===== config.mk =====
export PLATFORM = sky130hd
export DESIGN_NAME = id_interlock
export DESIGN_NICKNAME = d
export VERILOG_FILES = /design/src/rtl/id_interlock.sv
export SDC_FILE = /design/constraint.sdc
export NUM_CORES = 1
export LEC_CHECK = 0
export BUFFER_PORTS_ARGS = -buffer_cell sky130_fd_sc_hd__buf_4
export CELL_PAD_IN_SITES_DETAIL_PLACEMENT = 1
export CELL_PAD_IN_SITES_GLOBAL_PLACEMENT = 1
export CORE_MARGIN = 5
export CORE_UTILIZATION = 50
export DETAILED_ROUTE_END_ITERATION = 7
export PLACE_DENSITY_LB_ADDON = 0.3
export SLEW_MARGIN = 30
export SYNTH_ARGS = -nofsm -noshare
export SYNTH_HDL_FRONTEND = slang
export SYNTH_SLANG_ARGS = --single-unit

===== constraint.sdc =====
create_clock -name clk -period 9.35 [get_ports clk]
set_input_delay 0.4675 -clock clk [delete_from_list [all_inputs] [get_ports clk]]
set_output_delay 0.4675 -clock clk [all_outputs]
set_load 0.02 [all_outputs]

===== src/rtl/id_interlock.sv =====
// Register-scoreboard interlock for the decode stage. It keeps a pending-write counter
// per architectural register, stalls decode on RAW/WAW-overflow hazards, and owns the ID/EX issue strobe.
module id_interlock #(
    parameter int CNT_W     = 2,
    parameter int WB_BYPASS = 0
) (
    input  logic        clk,
    input  logic        rst,
    input  logic        id_valid,
    input  logic        id_uses_ra,
    input  logic        id_uses_rb,
    input  logic [4:0]  id_ra_addr,
    input  logic [4:0]  id_rb_addr,
    input  logic [4:0]  id_rd_addr,
    input  logic        ex_ready,
    input  logic        flush,
    input  logic        cancel_valid,
    input  logic [4:0]  cancel_rd_addr,
    input  logic        wb_valid,
    input  logic [4:0]  wb_rd_addr,
    output logic        id_stall,
    output logic        issue,
    output logic [31:0] pending,
    output logic        busy,
    output logic        sb_err,
    output logic [31:0] stall_cycles
);

    localparam logic [CNT_W-1:0] CNT_MAX = '1;
    localparam logic [CNT_W-1:0] CNT_ONE = CNT_W'(1);

    logic [31:0][CNT_W-1:0] cnt_flat;
    logic [31:0]            underflow;

    logic [CNT_W-1:0] cnt_ra;
    logic [CNT_W-1:0] cnt_rb;
    logic [CNT_W-1:0] cnt_rd;
    logic             byp_a;
    logic             byp_b;
    logic             haz_a;
    logic             haz_b;
    logic             haz_d;
    logic             sb_err_reg;
    logic [31:0]      stall_cycles_reg;

    // Register 0 is never stored: it reads as an empty counter and ignores decrements.
    assign cnt_flat[0]  = '0;
    assign underflow[0] = 1'b0;
    assign pending[0]   = 1'b0;

    genvar gi;
    generate
        for (gi = 1; gi < 32; gi++) begin : g_reg
            logic [CNT_W-1:0] cnt_reg;
            logic [CNT_W:0]   cnt_next;
            logic [CNT_W:0]   sum;
            logic [1:0]       dec;
            logic             inc;
            logic             uf;

            always_comb begin
                inc = issue && (id_rd_addr == 5'(gi));
                dec = {1'b0, wb_valid && (wb_rd_addr == 5'(gi))}
                    + {1'b0, cancel_valid && (cancel_rd_addr == 5'(gi))};
                sum = {1'b0, cnt_reg} + {{CNT_W{1'b0}}, inc};
                uf  = (sum < (CNT_W+1)'(dec));
                cnt_next = uf ? '0 : (sum - (CNT_W+1)'(dec));
            end

            always_ff @(posedge clk or posedge rst) begin
                if (rst) begin
                    cnt_reg <= '0;
                end else begin
                    cnt_reg <= cnt_next[CNT_W-1:0];
                end
            end

            assign cnt_flat[gi]  = cnt_reg;
            assign underflow[gi] = uf;
            assign pending[gi]   = |cnt_reg;
        end
    endgenerate

    assign cnt_ra = cnt_flat[id_ra_addr];
    assign cnt_rb = cnt_flat[id_rb_addr];
    assign cnt_rd = cnt_flat[id_rd_addr];

    // With bypass enabled, the last outstanding write to a source retires this
    // cycle, so the operand can be picked up from the writeback path.
    assign byp_a = (WB_BYPASS != 0) && wb_valid && (wb_rd_addr == id_ra_addr) && (cnt_ra == CNT_ONE);
    assign byp_b = (WB_BYPASS != 0) && wb_valid && (wb_rd_addr == id_rb_addr) && (cnt_rb == CNT_ONE);

    assign haz_a = id_uses_ra && (id_ra_addr != 5'd0) && (cnt_ra != '0) && !byp_a;
    assign haz_b = id_uses_rb && (id_rb_addr != 5'd0) && (cnt_rb != '0) && !byp_b;
    assign haz_d = (id_rd_addr != 5'd0) && (cnt_rd == CNT_MAX);

    assign id_stall = id_valid && !flush && (haz_a || haz_b || haz_d);
    assign issue    = id_valid && !flush && !id_stall && ex_ready;

    always_ff @(posedge clk or posedge rst) begin
        if (rst) begin
            sb_err_reg       <= 1'b0;
            stall_cycles_reg <= '0;
        end else begin
            sb_err_reg <= sb_err_reg || (|underflow);
            if (id_stall && (stall_cycles_reg != 32'hFFFF_FFFF)) begin
                stall_cycles_reg <= stall_cycles_reg + 32'd1;
            end
        end
    end

    assign busy         = |pending;
    assign sb_err       = sb_err_reg;
    assign stall_cycles = stall_cycles_reg;

endmodule


==> impl.org <==
** Setup path
- STA puts the critical path data required time at 9.57 ns.
- Endpoint type of the worst setup path :: flop
- Launching element type of the critical path :: flop
- Of all nets on the critical path, the largest fanout is 36.
- Kind of critical path :: reg2reg
- STA puts the critical path data arrival time at 6.60 ns.

** Power and ir drop
- Leakage Power :: 5.03 nW
- The share of total power dissipated in sequential elements is 33.6%.
- Switching part of the total power :: 44.1%
- Worst IR Drop VDD :: 0.118 mV
- Internal power comes to 0.991 mW.
- Combinational group share of total power :: 44.5%
- Of the total power, the clock network draws 22.0%.
- For this design the ratio of total power to cell area is 178 nW/um^2.
- In this run the power spent charging and discharging nets is 0.781 mW.

** CTS
- Post-CTS repair changed the size of 0 cells.
- For this design, the CTS-stage hold fixing added 0 buffers.
- Clock-pin slew was measured on the worst setup and hold paths at 0.08 ns.
- Number of buffers between clock root and the deepest sink :: 2
- H-tree lvl count :: 3
- Clock tree from TritonCTS :: yes
- Sinks on Clock Net :: 95
- Once the clock tree was built, the setup fixing pass inserted 0 buffers.
- The root buffer cell chosen for the clock tree is sky130_fd_sc_hd__clkbuf_16.
- Insertion delay of the later-clocked pin in the worst-skew pair :: 0.37 ns
- Total clock buffers created by CTS :: 9

** Drt
- In the final routed layout, each cell accounts on average for 23.3 um.
- The count of nets left with antenna violations once routing finished came out at 0.
- Number of optimization iterations in the first detailed-route pass :: 5
- The detailed router placed 7677 vias in this run.
- Via density :: 6.10
- Violation count after the first detailed-routing iteration :: 739
- DRC violation count after routing :: 0
- Routed WL :: 29300 um

** Timing
- Adding up every negative setup slack in the final design gives 0 ns.
- Headroom to the max-slew limit :: 49.7%
- Final Critical Period :: 6.38 ns
- After layout, the worst path uses 68.2% of the clock period.
- Fin. max-slew vios :: 0
- Across the routed clock network, the largest skew measured is 0.00978 ns.
- Unrepaired setup endpoints after global routing :: no
- Actual transition at the worst max-transition pin :: 0.748 ns
- Final hold violation count :: 0
- Based on the critical path, the design can be clocked at up to 157 MHz.
- Final count of negative-setup-slack endpoints :: 0

** Floorplan
- Die height :: 142 um
- Overall die area :: 20300 sq um
- In this run the core area contains 48 standard-cell rows.
- For this configuration, the core starts out at a cell density of 50.9%.
- X dimension of the die :: 142 um
- For this design the top-level I/O count stands at 102.
- The total area inside the core boundary comes to 17200 sq um.

** Hold path
- The worst hold path belongs to the class in2async.

** Synthesis
- Number of standard cells after synthesis :: 951
- Each instance of the synthesized netlist takes up on average 9.23 sq um.
- Area of the mapped netlist :: 8770 sq um
- Net count after synthesis :: 1141
- Synthesis inferred 95 register bits.
- The share of the Yosys chip area taken by registers is 27.1%.
- In this run, synthesis inferred 0 flip-flops with an integrated enable.
- Of all flip-flops after synthesis, the portion carrying an async set or reset was 100%.
- Most used flip-flop cell after synthesis :: sky130_fd_sc_hd__dfrtp_1
- The netlist uses 54 different library cells.
- For this run, the number of Yosys warnings is 0.

** Layout
- Share of cells above drive strength 1 :: 16.2%
- For this run, the post-layout net count is 1219.
- The number of antenna diodes in the final layout is 0.
- Once layout is complete, the cells apart from fillers number 1259.
- Flip-flop count of the largest register after layout :: 62
- Leaving out fill and tap cells, the most frequent cell in the layout is sky130_fd_sc_hd__nor2_1.
- Area overhead of the layout relative to synthesis :: 13.6%
- Commonest non-fill, non-tap cells in the layout :: sky130_fd_sc_hd__nor2_1 (144), sky130_fd_sc_hd__inv_1 (127), sky130_fd_sc_hd__ha_1 (125)

** Global route
- Initial antenna violation count :: 0
- Pin count of the biggest net entering global routing :: 51
- The first global-routing pass estimated 46000 um of wire.
- GRT Total Usage :: 29.3%
- Grt ovf :: 0
- Vias in the first global route :: 8205

** Placed design
- After legalization and detailed placement, the total HPWL measured 23200 um.
- Gpl congestion :: 0.941
- Number of instances in the placed design :: 1243
- PortBufs :: 100

** Job
- Max-cap violations :: 0

** Run status
- The flow ran to the end, and the final reports show no timing, DRC or antenna violations.
[cell families (layout without fill, tap and decap cells)]
| logic type | Yosys count | in the layout | synth area share [%] |
|---|---|---|---|
| simple gates | 361 | 361 | 20.9 |
| buf+inv | 165 | 248 | 7.51 |
| fa+ha+maj | 156 | 156 | 24.9 |
| flops | 95 | 95 | 27.1 |
| compound gates | 81 | 81 | 6.23 |
| xor+xnor | 62 | 62 | 6.19 |
| mux | 30 | 30 | 7.13 |
| other cells | 1 | 1 | 0.0427 |
[synth_stat cells, drive strengths merged, types with 7 or more instances]
master | number | area [sq um]
dfrtp | 95 | 2380
and3 | 11 | 68.8
mux4 | 25 | 571
o21ai | 10 | 50.1
a21oi | 30 | 150
or2 | 9 | 56.3
nand2 | 29 | 109
inv | 128 | 480
nand3 | 25 | 125
xor2 | 30 | 263
ha | 125 | 1560
a22o | 7 | 61.3
nor2 | 144 | 541
nor3 | 41 | 205
or3 | 25 | 156
nand2b | 10 | 62.6
clkbuf | 21 | 78.8
buf | 15 | 96.3
nor4 | 19 | 178
nor2b | 12 | 75.1
nand4 | 17 | 113
fa | 31 | 621
xnor2 | 32 | 280
[metrics by stage]
step	hold slack, ns	power, mW	worst slack [ns]	area [sq um]	util, %
2_1_floorplan	0.589	1.04	4.59	8770	-
5_1_grt	0.273	1.86	2.78	9970	57.8
4_1_cts	0.244	1.77	3.06	9970	57.8
3_5_place_dp	0.486	1.37	3.04	9670	56.1
6_report	0.221	1.77	2.97	9970	57.8
3_3_place_gp	0.473	1.34	3.25	9660	56.0
[final timing paths]
path                                 startpoint                   end  slack [ns]  cells past startpoint
max                        g_reg[14].cnt_reg[0]                sb_err        2.97                     17
min                                         rst  g_reg[20].cnt_reg[1]        0.22                      2
max reg2reg                g_reg[14].cnt_reg[0]                sb_err        2.97                     17
min reg2reg                    stall_cycles[16]      stall_cycles[16]        0.49                      1
max in group asynchronous                   rst   g_reg[8].cnt_reg[0]        8.05                      3
min in group clk               stall_cycles[16]      stall_cycles[16]        0.49                      1
[area by class of cell]
cell class | instances | area, sq um
Inverter | 129 | 487
Tap cell | 225 | 282
Sequential cell | 95 | 2380
Timing Repair Buffer | 103 | 773
Clock inverter | 7 | 75.1
Fill cell | 2017 | 7270
Multi-Input combinational cell | 691 | 5750
Clock buffer | 9 | 225
[metal layers]
metal | GRT usage (%) | part of all wire, % | vias up
met5 | 0 | 0 | -
met2 | 48.3 | 48 | 330
met1 | 38.5 | 41 | 3880
met3 | 4.67 | 7.2 | 78
li1 | - | - | 3389
met4 | 12.2 | 3.8 | 0
[worst max-delay path, stage by stage, from the launching register on]
cell	delay, ns
sky130_fd_sc_hd__dfrtp_1	0.44
sky130_fd_sc_hd__nor2_1	0.37
sky130_fd_sc_hd__o21ai_0	0.19
sky130_fd_sc_hd__mux4_2	0.53
sky130_fd_sc_hd__a221o_1	0.37
sky130_fd_sc_hd__nand3_1	0.06
sky130_fd_sc_hd__and3_1	0.14
sky130_fd_sc_hd__buf_4	0.39
sky130_fd_sc_hd__nand4_2	0.51
sky130_fd_sc_hd__nor4b_1	0.61
sky130_fd_sc_hd__ha_1	0.27
sky130_fd_sc_hd__inv_1	0.08
sky130_fd_sc_hd__fa_1	0.50
sky130_fd_sc_hd__or3_1	0.39
sky130_fd_sc_hd__a22o_1	0.19
sky130_fd_sc_hd__a221o_1	0.32
sky130_fd_sc_hd__nor4_1	0.69
sky130_fd_sc_hd__nand3_1	0.18
[power by group through the flow]
stage,registers [mW],clock network (mW),logic [mW]
after floorplan,0.561,0,0.480
after detailed placement,0.595,0,0.773
final,0.595,0.389,0.788
after global routing,0.599,0.413,0.852
after global placement,0.593,0,0.746
after CTS,0.588,0.394,0.783
(Power assumes the default switching activity.)
